`config.mk`:
```
export PLATFORM = sky130hd
export DESIGN_NAME = gemm_output_deskew
export DESIGN_NICKNAME = d
export VERILOG_FILES = /design/src/rtl/GEMM_pkg.sv /design/src/rtl/gemm_vector_fifo.sv /design/src/rtl/gemm_output_deskew.sv
export SDC_FILE = /design/constraint.sdc
export NUM_CORES = 1
export LEC_CHECK = 0
export BUFFER_PORTS_ARGS = -buffer_cell sky130_fd_sc_hd__buf_2
export CAP_MARGIN = 5
export CORE_MARGIN = 5
export CORE_UTILIZATION = 59
export CTS_BUF_LIST = sky130_fd_sc_hd__clkbuf_16
export CTS_CLUSTER_SIZE = 12
export DETAILED_ROUTE_END_ITERATION = 12
export PLACE_DENSITY = 0.77
export SLEW_MARGIN = 5
export SYNTH_ARGS = -nofsm -noshare
export SYNTH_HDL_FRONTEND = slang
export SYNTH_SLANG_ARGS = --single-unit
```
`constraint.sdc`:
```
create_clock -name clk -period 18.1 [get_ports clk]
set_clock_uncertainty 0.2 [all_clocks]
set_input_delay 1.81 -clock clk [delete_from_list [all_inputs] [get_ports clk]]
set_output_delay 1.81 -clock clk [all_outputs]
set_load 0.03 [all_outputs]
```
`src/rtl/GEMM_pkg.sv`:
```
// Shared GEMM datapath types and default configuration.
package GEMM_pkg;

    localparam int unsigned GEMM_SA_SIZE    = 8;
    localparam int unsigned GEMM_ELEM_W     = 8;
    localparam int unsigned GEMM_FIFO_DEPTH = 8;

    // One result element and one full array-wide result vector.
    typedef logic [GEMM_ELEM_W-1:0]    gemm_elem_t;
    typedef gemm_elem_t [GEMM_SA_SIZE-1:0] gemm_vec_t;

endpackage : GEMM_pkg

```
`src/rtl/gemm_vector_fifo.sv`:
```
// Vector FIFO with a registered head so the read payload is a flop output.
module gemm_vector_fifo #(
    parameter int unsigned DEPTH  = 8,
    parameter int unsigned DATA_W = 64
) (
    input  logic              clk,
    input  logic              reset,
    input  logic              i_wr_valid,
    output logic              o_wr_ready_c,
    input  logic [DATA_W-1:0] i_wr_data,
    output logic              o_rd_valid,
    input  logic              i_rd_ready,
    output logic [DATA_W-1:0] o_rd_data
);

    localparam int unsigned PTR_W = (DEPTH > 1) ? $clog2(DEPTH) : 1;
    localparam int unsigned CNT_W = $clog2(DEPTH + 1);

    logic [DATA_W-1:0] r_mem [DEPTH];
    logic [DATA_W-1:0] r_head;
    logic [PTR_W-1:0]  r_wr_ptr;
    logic [PTR_W-1:0]  r_rd_ptr;
    logic [CNT_W-1:0]  r_count;
    logic              r_valid;
    logic              r_full;

    logic              w_push;
    logic              w_pop;
    logic [PTR_W-1:0]  w_wr_ptr_n;
    logic [PTR_W-1:0]  w_rd_ptr_n;
    logic [CNT_W-1:0]  w_count_n;
    logic [DATA_W-1:0] w_head_n;

    assign w_pop        = r_valid && i_rd_ready;
    assign o_wr_ready_c = !r_full || w_pop;
    assign w_push       = i_wr_valid && o_wr_ready_c;

    // Pointer wrap (DEPTH need not be a power of two) and occupancy update.
    always_comb begin
        w_wr_ptr_n = r_wr_ptr;
        w_rd_ptr_n = r_rd_ptr;
        if (w_push) begin
            w_wr_ptr_n = (r_wr_ptr == PTR_W'(DEPTH - 1)) ? '0 : r_wr_ptr + PTR_W'(1);
        end
        if (w_pop) begin
            w_rd_ptr_n = (r_rd_ptr == PTR_W'(DEPTH - 1)) ? '0 : r_rd_ptr + PTR_W'(1);
        end
        w_count_n = r_count + CNT_W'(w_push) - CNT_W'(w_pop);
    end

    // Next head: the following stored entry after a pop, or the pushed word when it becomes head.
    always_comb begin
        w_head_n = r_head;
        if (w_pop) begin
            if (r_count > CNT_W'(1)) begin
                w_head_n = r_mem[w_rd_ptr_n];
            end else if (w_push) begin
                w_head_n = i_wr_data;
            end
        end else if ((r_count == '0) && w_push) begin
            w_head_n = i_wr_data;
        end
    end

    // Control state.
    always_ff @(posedge clk) begin
        if (reset) begin
            r_wr_ptr <= '0;
            r_rd_ptr <= '0;
            r_count  <= '0;
            r_valid  <= 1'b0;
            r_full   <= 1'b0;
        end else begin
            r_wr_ptr <= w_wr_ptr_n;
            r_rd_ptr <= w_rd_ptr_n;
            r_count  <= w_count_n;
            r_valid  <= (w_count_n != '0);
            r_full   <= (w_count_n == CNT_W'(DEPTH));
        end
    end

    // Payload storage, no reset needed.
    always_ff @(posedge clk) begin
        if (w_push) begin
            r_mem[r_wr_ptr] <= i_wr_data;
        end
        r_head <= w_head_n;
    end

    assign o_rd_valid = r_valid;
    assign o_rd_data  = r_head;

endmodule : gemm_vector_fifo

```
`src/rtl/gemm_output_deskew.sv`:
```
// Re-aligns skewed systolic-array output columns into whole vectors with credit flow control.
module gemm_output_deskew
    import GEMM_pkg::*;
#(
    parameter int unsigned SA_SIZE                = GEMM_SA_SIZE,
    parameter int unsigned WEIGHT_ACTIVATION_SIZE = GEMM_ELEM_W,
    parameter int unsigned FIFO_DEPTH             = GEMM_FIFO_DEPTH
) (
    input  logic                                             clk,
    input  logic                                             reset,
    input  logic [SA_SIZE-1:0]                               col_valid,
    input  logic [SA_SIZE-1:0][WEIGHT_ACTIVATION_SIZE-1:0]   col_data,
    output logic                                             in_ready,
    output logic                                             out_valid,
    input  logic                                             out_ready,
    output logic [SA_SIZE-1:0][WEIGHT_ACTIVATION_SIZE-1:0]   out_data,
    output logic                                             skew_error
);

    localparam int unsigned EW    = WEIGHT_ACTIVATION_SIZE;
    localparam int unsigned VEC_W = SA_SIZE * EW;
    localparam int unsigned RES_W = $clog2(FIFO_DEPTH + 1);

    if (FIFO_DEPTH < SA_SIZE) begin : g_bad_depth
        $error("gemm_output_deskew: FIFO_DEPTH must be >= SA_SIZE");
    end

    logic [RES_W-1:0]            r_reserved;
    logic [RES_W-1:0]            w_reserved_n;
    logic                        r_in_ready;
    logic                        r_skew_error;
    logic                        w_accept;
    logic                        w_pop;
    logic                        w_push;
    logic                        w_skew_mis;
    logic                        w_fifo_wr_ready;
    logic [SA_SIZE-1:0]          w_acc_hist;
    logic [SA_SIZE-1:0][EW-1:0]  w_aligned;
    logic [VEC_W-1:0]            w_fifo_rd_data;

    assign w_accept = col_valid[0] && r_in_ready;
    assign w_pop    = out_valid && out_ready;

    // w_acc_hist[k] is the column-0 accept from k cycles ago; it is the expected col_valid[k].
    if (SA_SIZE > 1) begin : g_hist
        logic [SA_SIZE-2:0] r_acc_sr;

        // Shift the accept history; these are the only delay-line valid bits.
        always_ff @(posedge clk) begin
            if (reset) begin
                r_acc_sr <= '0;
            end else begin
                r_acc_sr[0] <= w_accept;
                for (int k = 1; k < int'(SA_SIZE - 1); k++) begin
                    r_acc_sr[k] <= r_acc_sr[k-1];
                end
            end
        end

        assign w_acc_hist = {r_acc_sr, w_accept};
    end else begin : g_nohist
        assign w_acc_hist = w_accept;
    end

    // Column c waits SA_SIZE-1-c cycles so all columns of a vector line up.
    for (genvar c = 0; c < SA_SIZE; c++) begin : g_col
        localparam int unsigned DLY = SA_SIZE - 1 - c;
        if (DLY == 0) begin : g_thru
            assign w_aligned[c] = col_data[c];
        end else begin : g_dly
            logic [EW-1:0] r_dly [DLY];

            // Data-only delay line; validity comes from the accept history.
            always_ff @(posedge clk) begin
                r_dly[0] <= col_data[c];
                for (int k = 1; k < int'(DLY); k++) begin
                    r_dly[k] <= r_dly[k-1];
                end
            end

            assign w_aligned[c] = r_dly[DLY-1];
        end
    end

    // A vector is complete once its column-0 accept has aged SA_SIZE-1 cycles.
    assign w_push = w_acc_hist[SA_SIZE-1];

    // Protocol checks: start while not ready, or any column valid out of step with column 0.
    always_comb begin
        w_skew_mis = col_valid[0] && !r_in_ready;
        for (int c = 1; c < int'(SA_SIZE); c++) begin
            if (col_valid[c] != w_acc_hist[c]) begin
                w_skew_mis = 1'b1;
            end
        end
    end

    // Reserved slots cover both buffered and in-flight vectors.
    always_comb begin
        w_reserved_n = r_reserved + RES_W'(w_accept) - RES_W'(w_pop);
    end

    // Credit counter, registered ready and sticky error.
    always_ff @(posedge clk) begin
        if (reset) begin
            r_reserved   <= '0;
            r_in_ready   <= 1'b1;
            r_skew_error <= 1'b0;
        end else begin
            r_reserved   <= w_reserved_n;
            r_in_ready   <= (w_reserved_n < RES_W'(FIFO_DEPTH));
            r_skew_error <= r_skew_error | w_skew_mis;
        end
    end

    gemm_vector_fifo #(
        .DEPTH  (FIFO_DEPTH),
        .DATA_W (VEC_W)
    ) u_fifo (
        .clk          (clk),
        .reset        (reset),
        .i_wr_valid   (w_push),
        .o_wr_ready_c (w_fifo_wr_ready),
        .i_wr_data    (w_aligned),
        .o_rd_valid   (out_valid),
        .i_rd_ready   (out_ready),
        .o_rd_data    (w_fifo_rd_data)
    );

    assign out_data   = w_fifo_rd_data;
    assign in_ready   = r_in_ready;
    assign skew_error = r_skew_error;

    // The credit scheme guarantees a completed vector always has a slot.
    a_no_overflow : assert property (@(posedge clk) disable iff (reset)
        w_push |-> w_fifo_wr_ready);

    a_reserved_bound : assert property (@(posedge clk) disable iff (reset)
        r_reserved <= RES_W'(FIFO_DEPTH));

endmodule : gemm_output_deskew

```
# ---- After elaboration in Yosys (flattened, before gate mapping)
# Memory sizes are Yosys's and may differ from the RTL's.
# Cells that the tools add are included.
dict set report word_totals {
  regBits 89
  mem_bits_rw 736
  inputBits 75
  output_inout_bits 67
  word_cells 66
  memories 8
}
# name words width read_ports rd_ports_with_merged_regs write_ports line_no
set mem_list {}
lappend mem_list {u_fifo.r_mem 8 64 1 0 1 gemm_vector_fifo.sv:19} ;# logic [DATA_W-1:0] r_mem [DEPTH];
lappend mem_list {{g_col[0].g_dly.r_dly} 7 8 7 0 7 gemm_output_deskew.sv:71} ;# logic [EW-1:0] r_dly [DLY];
lappend mem_list {{g_col[1].g_dly.r_dly} 6 8 6 0 6 gemm_output_deskew.sv:71}
lappend mem_list {{g_col[2].g_dly.r_dly} 5 8 5 0 5 gemm_output_deskew.sv:71}
lappend mem_list {{g_col[3].g_dly.r_dly} 4 8 4 0 4 gemm_output_deskew.sv:71}
lappend mem_list {{g_col[4].g_dly.r_dly} 3 8 3 0 3 gemm_output_deskew.sv:71}
lappend mem_list {{+2 memories} -- -- -- -- -- --}
dict set report classes {
  addsub 6
  order_cmp 2
  n_eq_ne 11
  mux 16
  n_bitwise 1
  reduce_logical 12
}
# operator n
set op_table {}
lappend op_table {{$mux 64} 4}
lappend op_table {{$mux 1} 9}
lappend op_table {{$mux 3} 3}
lappend op_table {{$add 4x1->4} 2}
lappend op_table {{$sub 4x1->4} 2}
lappend op_table {{$ne 1x1->1} 7}
lappend op_table {{$add 3x1->3 const B} 2}
lappend op_table {{$eq 3x3->1 const B} 2}
lappend op_table {{$logic_and 1x1->1} 5}
lappend op_table {{$eq 4x4->1 const B} 1}
lappend op_table {{$gt 4x1->1 const B} 1}
lappend op_table {{$logic_not 4->1} 1}
lappend op_table {{$lt 4x4->1 const B} 1}
lappend op_table {{$reduce_bool 4->1} 1}
lappend op_table {{$ne 3x2->1 const B} 1}
lappend op_table {{$logic_not 1->1} 2}
lappend op_table {{$reduce_and 2->1} 1}
lappend op_table {{$reduce_bool 2->1} 1}
lappend op_table {{$logic_or 1x1->1} 1}
lappend op_table {{$or 1x1->1} 1}

# ---- Logic depth before layout (Yosys ltp)
dict set report depth {
  word_depth 10
  ltp_mapped 10
  depth_no_buf 9
}

# ---- Modules after synthesis
# Synthesis repeated with hierarchy kept, for this count alone.
dict set report hier_totals {
  cells_unflattened 1391
  hier_area_um2 27890.5
}
# mod n_inst cells_each area_each_um2 seq_area_each_um2
set modules_own_cells {}
lappend modules_own_cells {gemm_vector_fifo 1 1113 22816.9 17536.8}
lappend modules_own_cells {gemm_output_deskew 1 278 5073.6 4744.6}

# ---- Least setup slack after synthesis
# No wires, ideal clock.
dict set report synth_path {
  kind {in2reg}
  from {in out_ready}
  to {mem u_fifo.r_mem[1][0] (enable)}
  setup_ps 667
  t_arrival_ps 8999
  t_required_ps 17233
  setup_slack_ps 8234
  stages 5
  path_buffers 1
  cell_sequence {nand2_1 inv_2 buf_2 o21ai_2 nor4b_1}
}
dict set report synth_between {
  elab_chain_cells 5
}
# item line_no
set synth_lines {}
lappend synth_lines {{from (decl)} gemm_output_deskew.sv:15} ;# input logic out_ready,
lappend synth_lines {{$logic_and 1x1->1} gemm_vector_fifo.sv:34} ;# assign w_pop = r_valid && i_rd_ready;
lappend synth_lines {{$logic_or 1x1->1} gemm_vector_fifo.sv:35} ;# assign o_wr_ready_c = !r_full || w_pop;
lappend synth_lines {{$logic_and 1x1->1} gemm_vector_fifo.sv:36} ;# assign w_push = i_wr_valid && o_wr_ready_c;
lappend synth_lines {{$mux 1} gemm_vector_fifo.sv:84} ;# if (w_push) begin
lappend synth_lines {{$mux 1 (implied by the code)} gemm_vector_fifo.sv:85} ;# r_mem[r_wr_ptr] <= i_wr_data;
lappend synth_lines {{to (decl)} gemm_vector_fifo.sv:19}
# No other way between the ends.

# ---- Final worst setup path
dict set report layout_path {
  from {in out_ready}
  to {reg u_fifo.r_full}
}
dict set report layout_between {
  elab_chain_cells 6
}
# item line_no
set layout_lines {}
lappend layout_lines {{$logic_and 1x1->1} gemm_vector_fifo.sv:34}
lappend layout_lines {{$logic_or 1x1->1} gemm_vector_fifo.sv:35}
lappend layout_lines {{$logic_and 1x1->1} gemm_vector_fifo.sv:36}
lappend layout_lines {{named net u_fifo.w_push} gemm_vector_fifo.sv:27} ;# logic w_push;
lappend layout_lines {{$add 4x1->4} gemm_vector_fifo.sv:48} ;# w_count_n = r_count + CNT_W'(w_push) - CNT_W'(w_pop);
lappend layout_lines {{$sub 4x1->4} gemm_vector_fifo.sv:48}
lappend layout_lines {{$eq 4x4->1} gemm_vector_fifo.sv:78} ;# r_full <= (w_count_n == CNT_W'(DEPTH));
lappend layout_lines {{to (signal assigned)} gemm_vector_fifo.sv:78}
lappend layout_lines {{to (decl)} gemm_vector_fifo.sv:25} ;# logic r_full;
# The timed path passes the listed nets, and every way through them passes these cells.
# A chain may end at the register's enable or synchronous reset.

==> reports/metrics.yaml <==
run_status:
  status: "completed"
timing:
  tns_ns: 0
  period_minus_slack_ns: 5.285
  timing.fmax_mhz: 189.2
  min_period_over_period_pct: 29.20
  finalSetupViolations: 0
  hold_viol: 0
  max_slew_margin_pct: 27.38
  rsz0062_at_grt: "false"
  slew_viol_final: 0
  tightest_slew_ns: 1.089
yosys:
  synthCells: 1710
  synth.net_count: 1799
  synth_seq_cells: 825
  synth-simple-area-share_pct: 4.241
  synthesis.area_um2: 29740
  synth.avg_cell_area_um2: 17.39
  synth_warnings: 0
  ys_seq_area_share_pct: 74.92
  synthMuxAreaShare_pct: 4.847
  synth_xor_area_share_pct: 0.3534
  synth-compound-area-share_pct: 12.42
  yosysUniqueCellTypes: 39
  synth-adder-area-share_pct: 0.6395
  synth_top_family_by_area: "compound AO/OA/AOI/OAI gates"
die:
  die_y_um: 234.5
  initial_utilization_pct: 59.52
  die-area_um2: 55000
  io_pins: 142
  std_cell_rows: 82
  core_area_um2: 49970
  die_x_um: 234.5
cells_and_area:
  regArea_um2: 22290
  multi_input_area_um2: 6814
  fin_nets: 1922
  syn_to_final_growth_pct: 12.32
  drive_above_1_share_pct: 21.15
  fillers: 3289
power_and_ir_drop:
  p_leak_nw: 11.69
  powerDensity_nw_per_um2: 135.7
  vdd_drop_max_uv: 84.63
  p_total_w: 0.004534
global_routing:
  grt_antenna_before_repair: 0
  grt_first_pass_wirelength_um: 94750
  grt_use_total_pct: 22.57
  grt_max_degree: 130
  overflow: 0
  grt_pass1_vias: 16310
setup_path:
  critPathMaxFanout: 41
  worstPathArrival_ns: 5.62
  startpoint_type: "input pin"
  rr_worst_depth: 8
  cp-end-kind: "flop"
  required_ns: 18.43
  critPathKind: "input pin to flop"
route:
  drc: 0
  wl_um: 62310
  ant_nets: 0
  wire_per_inst_um: 24.21
  via_count: 16220
  drt_pass1_iterations: 5
  drt-initial-drc-count: 1603
  viasPerCell: 6.300
placed_design:
  dp_hpwl_um: 32050
  port_buffers: 141
  place.gp.congestion: 0.7368
clock_network:
  cts_buffers: 83
  clock-sinks: 825
  ctsResizeCount: 0
  clockBufferDepth: 3
  cts-root-buf: "clkbuf_16"
  cts_tree: "yes"
  cts_hold_buf: 0
  cts.htree.levels: 3
  clk_transition_reported_paths_ns: 0.06
  insertion_delay_ns: 0.62
  postCtsSetupRepairBufs: 0
worst_hold_path:
  holdPathStages: 0
  hold_class: "flop to flop"
job:
  drv_cap: 0
## metal layers
metal | vias up | track usage, % | wire length [um]
met1 | 8134 | 30.74 | 24470
li1 | 7152 | - | -
met4 | 0 | 8.338 | 2088
met2 | 779 | 37.07 | 30710
met5 | - | 0 | 0
met3 | 150 | 4.125 | 5039
## final timing paths
path | start | to | slack, ns
max | out_ready | u_fifo.r_full$_SDFF_PP0_ | 12.81
min | g_col[0].g_dly.r_dly[0][5]$_DFF_P_ | g_col[0].g_dly.r_dly[1][5]$_DFF_P_ | 0.12
max reg2reg | u_fifo.r_rd_ptr[0]$_SDFF_PP0_ | u_fifo.o_rd_data[40]$_DFFE_PP_ | 13.00
min reg2reg | g_col[0].g_dly.r_dly[0][5]$_DFF_P_ | g_col[0].g_dly.r_dly[1][5]$_DFF_P_ | 0.12
## where the power goes
part | switching (W) | internal [W] | total [W]
logic | 0.000507 | 0.000265 | 0.000772
clock network | 0.000668 | 0.000857 | 0.00153
registers | 0.0000773 | 0.00216 | 0.00224
total | 0.00125 | 0.00328 | 0.00453
## per-stage QoR
| step | worst slack [ns] | std cells | hold WS (ns) | util, % | instance area [um2] |
|---|---|---|---|---|---|
| 6_report | 12.81 | 2574 | 0.1156 | 66.85 | 33400 |
| 3_3_place_gp | 12.35 | 2420 | 0.1095 | 61.93 | 30940 |
| 2_1_floorplan | 8.234 | 1710 | 0.1096 | - | 29740 |
| 4_1_cts | 12.90 | 2573 | 0.1192 | 66.85 | 33400 |
| 5_1_grt | 12.66 | 2573 | 0.1245 | 66.85 | 33400 |
| 3_5_place_dp | 12.26 | 2420 | 0.1121 | 61.93 | 30940 |
## cells in the mapped netlist (all sizes together)
library cell | number | area share [%]
a21boi | 1 | 0.025
nor2b | 77 | 1.6
or3b | 64 | 1.9
nor3 | 5 | 0.084
o21ai | 66 | 1.1
and4b | 1 | 0.034
nand3b | 1 | 0.025
o311ai | 64 | 1.9
a21o | 2 | 0.050
nor4 | 3 | 0.063
clkbuf | 69 | 0.87
nor4b | 1 | 0.029
ha | 12 | 0.50
dfxtp | 249 | 17
or3 | 2 | 0.042
xnor2 | 5 | 0.15
xor2 | 7 | 0.21
buf | 66 | 1.6
o221a | 64 | 2.4
inv | 12 | 0.15
mux4 | 64 | 4.8
nand2 | 16 | 0.20
nand2b | 1 | 0.021
a211o | 64 | 1.9
a211oi | 128 | 3.2
nor3b | 4 | 0.10
o21a | 64 | 1.6
nor2 | 8 | 0.12
a21oi | 11 | 0.19
nand3 | 1 | 0.017
fa | 2 | 0.13
edfxtp | 576 | 58
## layout by cell type (no fill, tap or decap), types with 2 or more instances in the layout
cell	synthesis	final
a21o_1	2	2
inv_1	11	54
buf_4	16	31
clkinv_1	0	9
a21oi_1	11	10
xor2_1	7	7
clkinv_4	0	2
nor2b_1	77	77
mux4_2	64	64
xnor2_1	5	5
inv_6	0	2
nor3_2	0	4
o221a_1	22	22
nor2_4	0	4
a211o_1	64	64
o21ai_0	65	65
edfxtp_1	576	576
ha_1	12	11
nor3b_2	0	3
nor4_1	3	2
fa_1	2	2
clkbuf_16	0	86
o311ai_1	64	64
or3_1	2	2
a211oi_1	128	128
dfxtp_1	249	248
or3b_1	64	64
nor2_1	6	4
o21a_1	64	64
clkinv_2	0	4
o221a_2	42	42
buf_2	21	141
nand2_1	16	14
inv_2	1	6
## sequential cells by signal, indices dropped and copies added, names as in the netlist
name / flops
r_reserved: 4
u_fifo.r_count: 4
g_hist.r_acc_sr: 7
u_fifo.r_full: 1
u_fifo.r_rd_ptr: 3
u_fifo.r_wr_ptr: 3
in_ready: 1
g_col.g_dly.r_dly: 224
skew_error: 1
u_fifo.o_rd_data: 64
u_fifo.r_mem: 512
u_fifo.o_rd_valid: 1
## critical path, stage by stage
cell and delay (ns):
buf_2 0.14, nand2_4 0.38, buf_4 0.65, clkinv_2 0.56, o21ai_2 0.59, inv_1 0.20
ha_1 0.28, fa_1 0.41, xor2_1 0.17, nor3_1 0.20, nor3b_1 0.19
## area by class of cell
class,instances,share of cell area (%)
antenna,1,0.007491
clock buffer,86,6.443
clock inverter,67,0.9102
inverter,12,0.1386
multi-input combinational,738,20.40
sequential,825,66.72
tap,672,2.517
timing repair buffer,173,2.869
## cells by family after synthesis
| family | Yosys count |
|---|---|
| compound gates | 464 |
| xor+xnor | 12 |
| fa+ha+maj | 14 |
| buf+inv | 147 |
| flops | 825 |
| mux | 64 |
| simple gates | 184 |
Power figures use the tool's default switching activity.
